**src/rtl/axi_manager.sv**
```systemverilog
// Single-outstanding AXI4 manager: turns one host read/write command into one
// single-beat AXI4 transaction and reports completion with a one-cycle pulse.
module axi_manager #(
  parameter int ADDR_WIDTH = 32,
  parameter int DATA_WIDTH = 64,
  parameter int ID_WIDTH   = 4
) (
  input  logic                  aclk,
  input  logic                  areset_n,
  input  logic                  cmd_valid,
  output logic                  cmd_ready,
  input  logic                  cmd_write,
  input  logic [ADDR_WIDTH-1:0] cmd_addr,
  input  logic [1:0]            cmd_size,
  input  logic [DATA_WIDTH-1:0] cmd_wdata,
  output logic                  rsp_valid,
  output logic [DATA_WIDTH-1:0] rsp_rdata,
  output logic                  rsp_error,
  output logic                  awvalid,
  input  logic                  awready,
  output logic [ADDR_WIDTH-1:0] awaddr,
  output logic [ID_WIDTH-1:0]   awid,
  output logic [7:0]            awlen,
  output logic [2:0]            awsize,
  output logic [1:0]            awburst,
  output logic                  awlock,
  output logic [3:0]            awcache,
  output logic [2:0]            awprot,
  output logic [3:0]            awqos,
  output logic                  wvalid,
  input  logic                  wready,
  output logic [DATA_WIDTH-1:0] wdata,
  output logic [7:0]            wstrb,
  output logic                  wlast,
  input  logic                  bvalid,
  output logic                  bready,
  input  logic [1:0]            bresp,
  input  logic [ID_WIDTH-1:0]   bid,
  output logic                  arvalid,
  input  logic                  arready,
  output logic [ADDR_WIDTH-1:0] araddr,
  output logic [ID_WIDTH-1:0]   arid,
  output logic [7:0]            arlen,
  output logic [2:0]            arsize,
  output logic [1:0]            arburst,
  output logic                  arlock,
  output logic [3:0]            arcache,
  output logic [2:0]            arprot,
  output logic [3:0]            arqos,
  input  logic                  rvalid,
  output logic                  rready,
  input  logic [DATA_WIDTH-1:0] rdata,
  input  logic [1:0]            rresp,
  input  logic [ID_WIDTH-1:0]   rid,
  input  logic                  rlast,
  output logic [2:0]            dbg_state
);

  typedef enum logic [2:0] {
    S_IDLE, S_WRITE, S_WR_RESP, S_RD_ADDR, S_RD_DATA, S_RESP
  } state_t;

  state_t                r_state, w_next;
  logic                  r_cmd_ready;
  logic [ADDR_WIDTH-1:0] r_addr;
  logic [1:0]            r_size;
  logic [DATA_WIDTH-1:0] r_wdata, r_rdata;
  logic [7:0]            r_wstrb;
  logic                  r_err, r_aw_done, r_w_done;

  logic                  w_misaligned;
  logic [7:0]            w_strb_base;
  logic [DATA_WIDTH-1:0] w_rmask, w_rshift;
  logic                  w_unused;

  // A transfer happens on a channel in the cycle where valid && ready are both
  // high at the rising edge; a valid, once raised, holds with stable payload
  // until that cycle, and ready never waits on anything but our own state.

  always_comb begin
    w_misaligned = 1'b0;
    w_strb_base  = 8'h01;
    case (cmd_size)
      2'd0: begin w_misaligned = 1'b0;             w_strb_base = 8'h01; end
      2'd1: begin w_misaligned = cmd_addr[0];      w_strb_base = 8'h03; end
      2'd2: begin w_misaligned = |cmd_addr[1:0];   w_strb_base = 8'h0F; end
      default: begin w_misaligned = |cmd_addr[2:0]; w_strb_base = 8'hFF; end
    endcase
  end

  always_comb begin
    w_rmask = '1;
    case (r_size)
      2'd0:    w_rmask = DATA_WIDTH'(8'hFF);
      2'd1:    w_rmask = DATA_WIDTH'(16'hFFFF);
      2'd2:    w_rmask = DATA_WIDTH'(32'hFFFF_FFFF);
      default: w_rmask = '1;
    endcase
  end

  assign w_rshift = rdata >> {r_addr[2:0], 3'b000};

  always_comb begin
    w_next    = r_state;
    awvalid   = 1'b0;
    wvalid    = 1'b0;
    bready    = 1'b0;
    arvalid   = 1'b0;
    rready    = 1'b0;
    rsp_valid = 1'b0;
    case (r_state)
      S_IDLE: begin
        if (cmd_valid && r_cmd_ready) begin
          if (w_misaligned)   w_next = S_RESP;
          else if (cmd_write) w_next = S_WRITE;
          else                w_next = S_RD_ADDR;
        end
      end
      S_WRITE: begin
        awvalid = !r_aw_done;
        wvalid  = !r_w_done;
        if ((r_aw_done || awready) && (r_w_done || wready)) w_next = S_WR_RESP;
      end
      S_WR_RESP: begin
        bready = 1'b1;
        if (bvalid) w_next = S_RESP;
      end
      S_RD_ADDR: begin
        arvalid = 1'b1;
        if (arready) w_next = S_RD_DATA;
      end
      S_RD_DATA: begin
        rready = 1'b1;
        if (rvalid) w_next = S_RESP;
      end
      S_RESP: begin
        rsp_valid = 1'b1;
        w_next    = S_IDLE;
      end
      default: w_next = S_IDLE;
    endcase
  end

  always_ff @(posedge aclk or negedge areset_n) begin
    if (!areset_n) begin
      r_state     <= S_IDLE;
      r_cmd_ready <= 1'b0;
      r_addr      <= '0;
      r_size      <= '0;
      r_wdata     <= '0;
      r_wstrb     <= '0;
      r_rdata     <= '0;
      r_err       <= 1'b0;
      r_aw_done   <= 1'b0;
      r_w_done    <= 1'b0;
    end else begin
      r_state     <= w_next;
      // cmd_ready is registered so it stays low while reset is asserted
      r_cmd_ready <= (w_next == S_IDLE);
      case (r_state)
        S_IDLE: begin
          if (cmd_valid && r_cmd_ready) begin
            r_addr    <= cmd_addr;
            r_size    <= cmd_size;
            r_wdata   <= cmd_wdata << {cmd_addr[2:0], 3'b000};
            r_wstrb   <= w_strb_base << cmd_addr[2:0];
            r_rdata   <= '0;
            r_err     <= w_misaligned;
            r_aw_done <= 1'b0;
            r_w_done  <= 1'b0;
          end
        end
        S_WRITE: begin
          if (awvalid && awready) r_aw_done <= 1'b1;
          if (wvalid && wready)   r_w_done  <= 1'b1;
        end
        S_WR_RESP: if (bvalid) r_err <= (bresp != 2'b00);
        S_RD_DATA: begin
          if (rvalid) begin
            r_rdata <= w_rshift & w_rmask;
            r_err   <= (rresp != 2'b00);
          end
        end
        default: ;
      endcase
    end
  end

  assign cmd_ready = r_cmd_ready;
  assign rsp_rdata = r_rdata;
  assign rsp_error = r_err;
  assign dbg_state = r_state;

  assign awaddr  = r_addr;
  assign awid    = '0;
  assign awlen   = 8'd0;
  assign awsize  = {1'b0, r_size};
  assign awburst = 2'b01;
  assign awlock  = 1'b0;
  assign awcache = 4'd0;
  assign awprot  = 3'd0;
  assign awqos   = 4'd0;
  assign wdata   = r_wdata;
  assign wstrb   = r_wstrb;
  assign wlast   = wvalid;

  assign araddr  = r_addr;
  assign arid    = '0;
  assign arlen   = 8'd0;
  assign arsize  = {1'b0, r_size};
  assign arburst = 2'b01;
  assign arlock  = 1'b0;
  assign arcache = 4'd0;
  assign arprot  = 3'd0;
  assign arqos   = 4'd0;

  assign w_unused = ^{bid, rid, rlast};

endmodule

```
**config.mk**
```make
export PLATFORM = sky130hd
export DESIGN_NAME = axi_manager
export DESIGN_NICKNAME = d
export VERILOG_FILES = /design/src/rtl/axi_manager.sv
export SDC_FILE = /design/constraint.sdc
export NUM_CORES = 1
export LEC_CHECK = 0
export BUFFER_PORTS_ARGS = -buffer_cell sky130_fd_sc_hd__buf_2
export CORE_AREA = 2 2 179 181
export DETAILED_ROUTE_END_ITERATION = 12
export DIE_AREA = 0 0 181 183
export SYNTH_ARGS = -nofsm -noshare
export SYNTH_HDL_FRONTEND = slang
export SYNTH_SLANG_ARGS = --single-unit
export TNS_END_PERCENT = 5
```
**constraint.sdc**
```tcl
create_clock -name aclk -period 1.7 [get_ports aclk]
set_input_delay 0.34 -clock aclk [delete_from_list [all_inputs] [get_ports aclk]]
set_output_delay 0.34 -clock aclk [all_outputs]
set_load 0.005 [all_outputs]
```
# == After elaboration in Yosys (flattened, before gate mapping) ==
# Cells that the tools add are included.
# classes
add_sub_neg,0
mul,0
n_div,0
magnitude_cmp,0
n_eq_ne,14
shift,3
mux,29
n_bitwise,1
n_reduce_logical,24
# op_table
op,n
$pmux W64 S3,1
$mux W64,2
$pmux W64 S2,1
$and A64 B64 Y64,1
$shl A64 B6 Y64,1
$shr A64 B6 Y64,1
$pmux W8 S3,1
$mux W3,6
$pmux W3 S5,1
$mux W1,12
$ne A2 B2 Y1 const B,5
$reduce_and A3 Y1,3
$reduce_bool A2 Y1,4
$shl A8 B3 Y8,1
$eq A3 B2 Y1 const B,2
$eq A3 B3 Y1 const B,2
$logic_not A3 Y1,2
$pmux W1 S3,2
$eq A2 B1 Y1 const B,2
$eq A2 B2 Y1 const B,2
$logic_and A1 B1 Y1,4
$logic_not A2 Y1,2
$pmux W1 S2,2
$reduce_and A4 Y1,1
other kinds (8),10
# totals
ff_bits,177
latchBits,0
ramBits,0
rom_bits,0
input_bits,184
output_inout_bits,270
elab_cells,81
mem_count,0

# == Depth between registers and ports, before layout ==
# depth
word_depth,6
ltp_mapped,8
ltp_nobuf,4

# == Worst setup path before layout ==
# Ideal clock, no wire load.
# synth_timing
path_kind,reg2reg
from,reg r_addr[1] (netlist: araddr[1])
to,reg r_rdata[10] (netlist: rsp_rdata[10])
setup_time_ns,0.121
arrival_time_ns,1.558
required_ns,1.579
path_slack_ns,0.020
path_stages_with_launch,7
path_buffers,3
period_less_slack_ns,1.680
cell_sequence,dfrtp_1 > buf_4 > buf_2 > buf_2 > mux4_2 > a22oi_1 > nand2_1
# synth_via
elab_chain_len,4
# synth_rtl
item,line,text
"start, declared",65,logic [ADDR_WIDTH-1:0] r_addr;
"start signal, assigned",163,r_addr <= cmd_addr;
$shr A64 B6 Y64,101,"assign w_rshift = rdata >> {r_addr[2:0], 3'b000};"
$and A64 B64 Y64,180,r_rdata <= w_rshift & w_rmask;
$mux W64,179,if (rvalid) begin
$pmux W64 S2,160,case (r_state)
"end signal, assigned",180,
"end, declared",67,"logic [DATA_WIDTH-1:0] r_wdata, r_rdata;"
# Every way passes these cells. The select of a mux whose other input is x is not followed.
# A chain may end at the register's enable or synchronous reset.

# == Worst setup path after layout ==
# layout_timing
from,reg r_state[2] (netlist: dbg_state[2])
to,out awvalid
# layout_via
elab_chain_len,2
# layout_rtl
item,line,text
"start, declared",63,"state_t r_state, w_next;"
"start signal, assigned",157,r_state <= w_next;
$eq A3 B1 Y1,111,case (r_state)
$mux W1,111,
"end, declared",19,"output logic awvalid,"
# Every way passes these cells.

==> run_results.csv <==
group,metric,value,unit
logic_synthesis,synth_cell_types,57,
logic_synthesis,synth_area_leaders,"dfrtp_1 (42%), nand2_1 (8.7%), buf_4 (7.3%)",
power,leakage,7.09,nW
floorplan,initial_core_util,34.1,%
floorplan,die-width,181,um
placed_design,numPortBuffers,390,
power,ir_drop,0.000662,V
global_route,grt_overflow_total,0,
sta,tns,-0.281,ns
clock_network,htreeDepth,4,
logic_synthesis,ys.flop_type,"dfrtp_1",
logic_synthesis,synth.cell_area,0.0107,mm2
logic_synthesis,synth-edff-count,0,
logic_synthesis,yosys.area.top_type,"dfrtp_1",
clock_network,clk_pin_slew,0.08,ns
global_route,grt_pass1_vias,9553,
routing,final_antenna_net_count,0,
worst_hold_path,worstHoldPathType,"in -> reg",
sta,hold_viol_final,0,
routing,viasPerCell,5.19,
logic_synthesis,ys_warn_count,0,
run_status,status,"finished, violations left",
clock_network,cts_tree,"built",
run_status,violations,"setup timing",
power,fin_total_pwr,20.2,mW
setup_path,start_kind,"flop",
clock_network,cts.sinks,177,
cells_and_area,syn2layout_area_growth,29.2,%
floorplan,core,0.0312,mm2
logic_synthesis,synth_compound_area_share,15.6,%
logic_synthesis,synth_top_family_by_area,"multiplexers",
setup_path,path_max_fanout,5,
logic_synthesis,netlist.area_leader.share,41.6,%
setup_path,worstSetupEndpointType,"primary output",
logic_synthesis,seq_area_frac_synth,41.6,%
routing,drt_wl_total,38500,um
routing,vias,9812,
sta,min_period,1.75,ns
floorplan,die_h,183,um
routing,wl_per_cell,20.4,um
sta,finClkSkew,0.0146,ns
global_route,track_usage,22.9,%
sta,tightest_slew,0.582,ns
clock_network,clock_latency,0.44,ns
logic_synthesis,muxShareOfSynthArea,17.3,%
clock_network,clock_path_buffers,2,
cells_and_area,layout.nets,1657,
routing,drcViolationCount,0,
sta,layout_setup_ws,-0.0506,ns
sta,rsz0062_at_grt,"true",
routing,first_pass_iters,5,
logic_synthesis,synthAdderAreaFrac,0,%
setup_path,required,1.36,ns
setup_path,cp.arrival,1.41,ns
global_route,antenna_found_initial,6,
floorplan,fp.dieArea,0.0331,mm2
logic_synthesis,synth-xor-area-share,0,%
placed_design,place_congestion,0.892,
clock_network,clock-root-buffer,"clkbuf_16",
logic_synthesis,ys_seq_elements,177,
sta,maxSlewHeadroom,60.1,%
logic_synthesis,synth_cells,1090,
sta,setup_violations,7,
run,drv_cap,0,
sta,finalCritPeriodShare,103,%
cells_and_area,drive_gt1_share,40.6,%
clock_network,cts_buffers,17,
global_route,grt_pass1_wl,58100,um
placed_design,hpwlAfterDp,29600,um
floorplan,pin_count,454,
sta,fmax,571,MHz
logic_synthesis,synthArstFlopShare,100,%
setup_path,path_class,"reg -> out",
routing,drt_iter0_drc,642,
placed_design,dp_slack,-0.137,ns
logic_synthesis,synthSimpleGateAreaFrac,14.6,%
power,p_per_area,1470,mW/mm2
floorplan,fp-row-count,65,
logic_synthesis,synth_area_per_cell,9.77,um2
global_route,grt_start_max_net_pins,53,
sta,slew_violations,0,
[worst paths after layout]
| path | depth (start not counted) | start | slack (ns) | end |
|---|---|---|---|---|
| max | 5 | dbg_state[2] | -0.05 | awvalid |
| min | 3 | cmd_addr[13] | 0.08 | araddr[13] |
| max reg2reg | 5 | araddr[1] | 0.03 | rsp_rdata[24] |
| min reg2reg | 2 | rsp_rdata[13] | 0.48 | rsp_rdata[13] |
| max in group asynchronous | 3 | areset_n | 0.69 | dbg_state[2] |
| min in group asynchronous | 2 | areset_n | 0.41 | rsp_rdata[2] |
[where the power goes]
part | leakage, nW | switching (mW) | internal (mW) | total (mW)
registers | 2.32 | 1.21 | 5.83 | 7.04
logic | 4.48 | 4.93 | 4.28 | 9.21
clock network | 0.279 | 2.00 | 1.95 | 3.96
[metal layers]
layer | up-vias | share of wire [%] | global-route usage, % | wire (um)
li1 | 4524 | - | - | -
met1 | 4764 | 43 | 29.9 | 16400
met2 | 471 | 48 | 38.4 | 18600
met3 | 45 | 7.3 | 5.26 | 2790
met4 | 8 | 1.6 | 6.21 | 629
met5 | - | 0.14 | 0 | 53
[layout by cell type (no fill, tap or decap), types with 5 or more instances in the layout]
cell	netlist	layout
conb_1	2	54
nor2_1	32	29
mux2_2	23	23
a22o_1	16	16
buf_12	2	15
clkbuf_16	0	17
and2_1	14	12
o22a_1	8	8
buf_2	34	387
o2bb2ai_1	8	8
nand2b_1	9	8
a22oi_1	7	6
buf_4	104	74
mux2i_1	73	71
a221o_1	11	11
mux4_2	31	31
a32oi_1	8	8
o31ai_1	9	9
buf_6	3	5
a32o_1	8	8
nand3_1	19	19
a31oi_1	9	9
o21ai_0	103	99
o2111ai_1	7	7
a211oi_1	6	6
dfrtp_1	177	171
inv_6	0	5
inv_1	5	5
mux4_1	6	6
nand2_1	248	246
o211ai_1	13	13
nand3b_1	9	9
a21oi_1	16	16
dfrtp_2	0	6
[per-stage QoR]
step	hold slack (ns)	std cells	cell area, um2	util, %
final	0.0848	1890	13800	44.1
after global routing	0.0706	1889	13800	44.1
after detailed placement	0.301	1850	13000	41.8
after floorplan	0.0444	1142	10800	-
after global placement	0.303	1850	13000	41.8
after CTS	0.0611	1888	13700	43.9
[Yosys cell counts, drive strengths merged (2+ instances only)]
cell / instances
nor3: 4
o21ai: 105
a21o: 2
nand3b: 9
nand2b: 9
nor3b: 3
conb: 2
nor2b: 7
o22ai: 3
mux4: 37
dfrtp: 177
a21oi: 16
nor2: 36
a31oi: 9
mux2: 23
buf: 147
a22oi: 7
o211ai: 14
o31ai: 9
nand4b: 2
clkbuf: 24
a22o: 16
o311a: 3
nand2: 248
a32oi: 8
and2: 16
nand3: 19
a221o: 11
mux2i: 73
a32o: 8
o22a: 8
o2111ai: 7
a211oi: 6
inv: 5
o2bb2ai: 8
[sequential cells by signal (all words and copies together), names as in the netlist]
register and flops:
rsp_rdata 64, wdata 64, araddr 32, wstrb 8, dbg_state 3, r_size 2
cmd_ready 1, r_aw_done 1, r_w_done 1, rsp_error 1
[critical path, cell delays in order (launching register included)]
cell     delay (ns)
dfrtp_2        0.43
buf_6          0.14
nor2_4         0.12
nand2_4        0.07
nor2_4         0.10
buf_2          0.11
[area by class of cell]
cell class / count / area (um2)
multi-input combinational: 789 / 5360
timing repair buffer: 483 / 2870
clock buffer: 17 / 425
fill: 3083 / 17500
clock inverter: 15 / 140
inverter: 5 / 18.8
tap: 402 / 503
sequential: 177 / 4440
antenna: 2 / 5.00
[kinds of logic (layout without fill, tap and decap cells)]
| group | after synthesis | after routing |
|---|---|---|
| compound gates | 245 | 245 |
| mux | 133 | 133 |
| buf+inv | 176 | 520 |
| simple gates | 357 | 357 |
| other cells | 2 | 56 |
| flops | 177 | 177 |
[repair_timing]
item | CTS | global route
setup buffers | 5 | 0
hold endpoints to repair | 31 | 0
hold buffers | 1 | 0
endpoints found under the setup margin | 44 | 51
gates resized for setup | 15 | 19
pin swaps | 2 | 1
No activity file was read; power rests on OpenSTA's default activity.
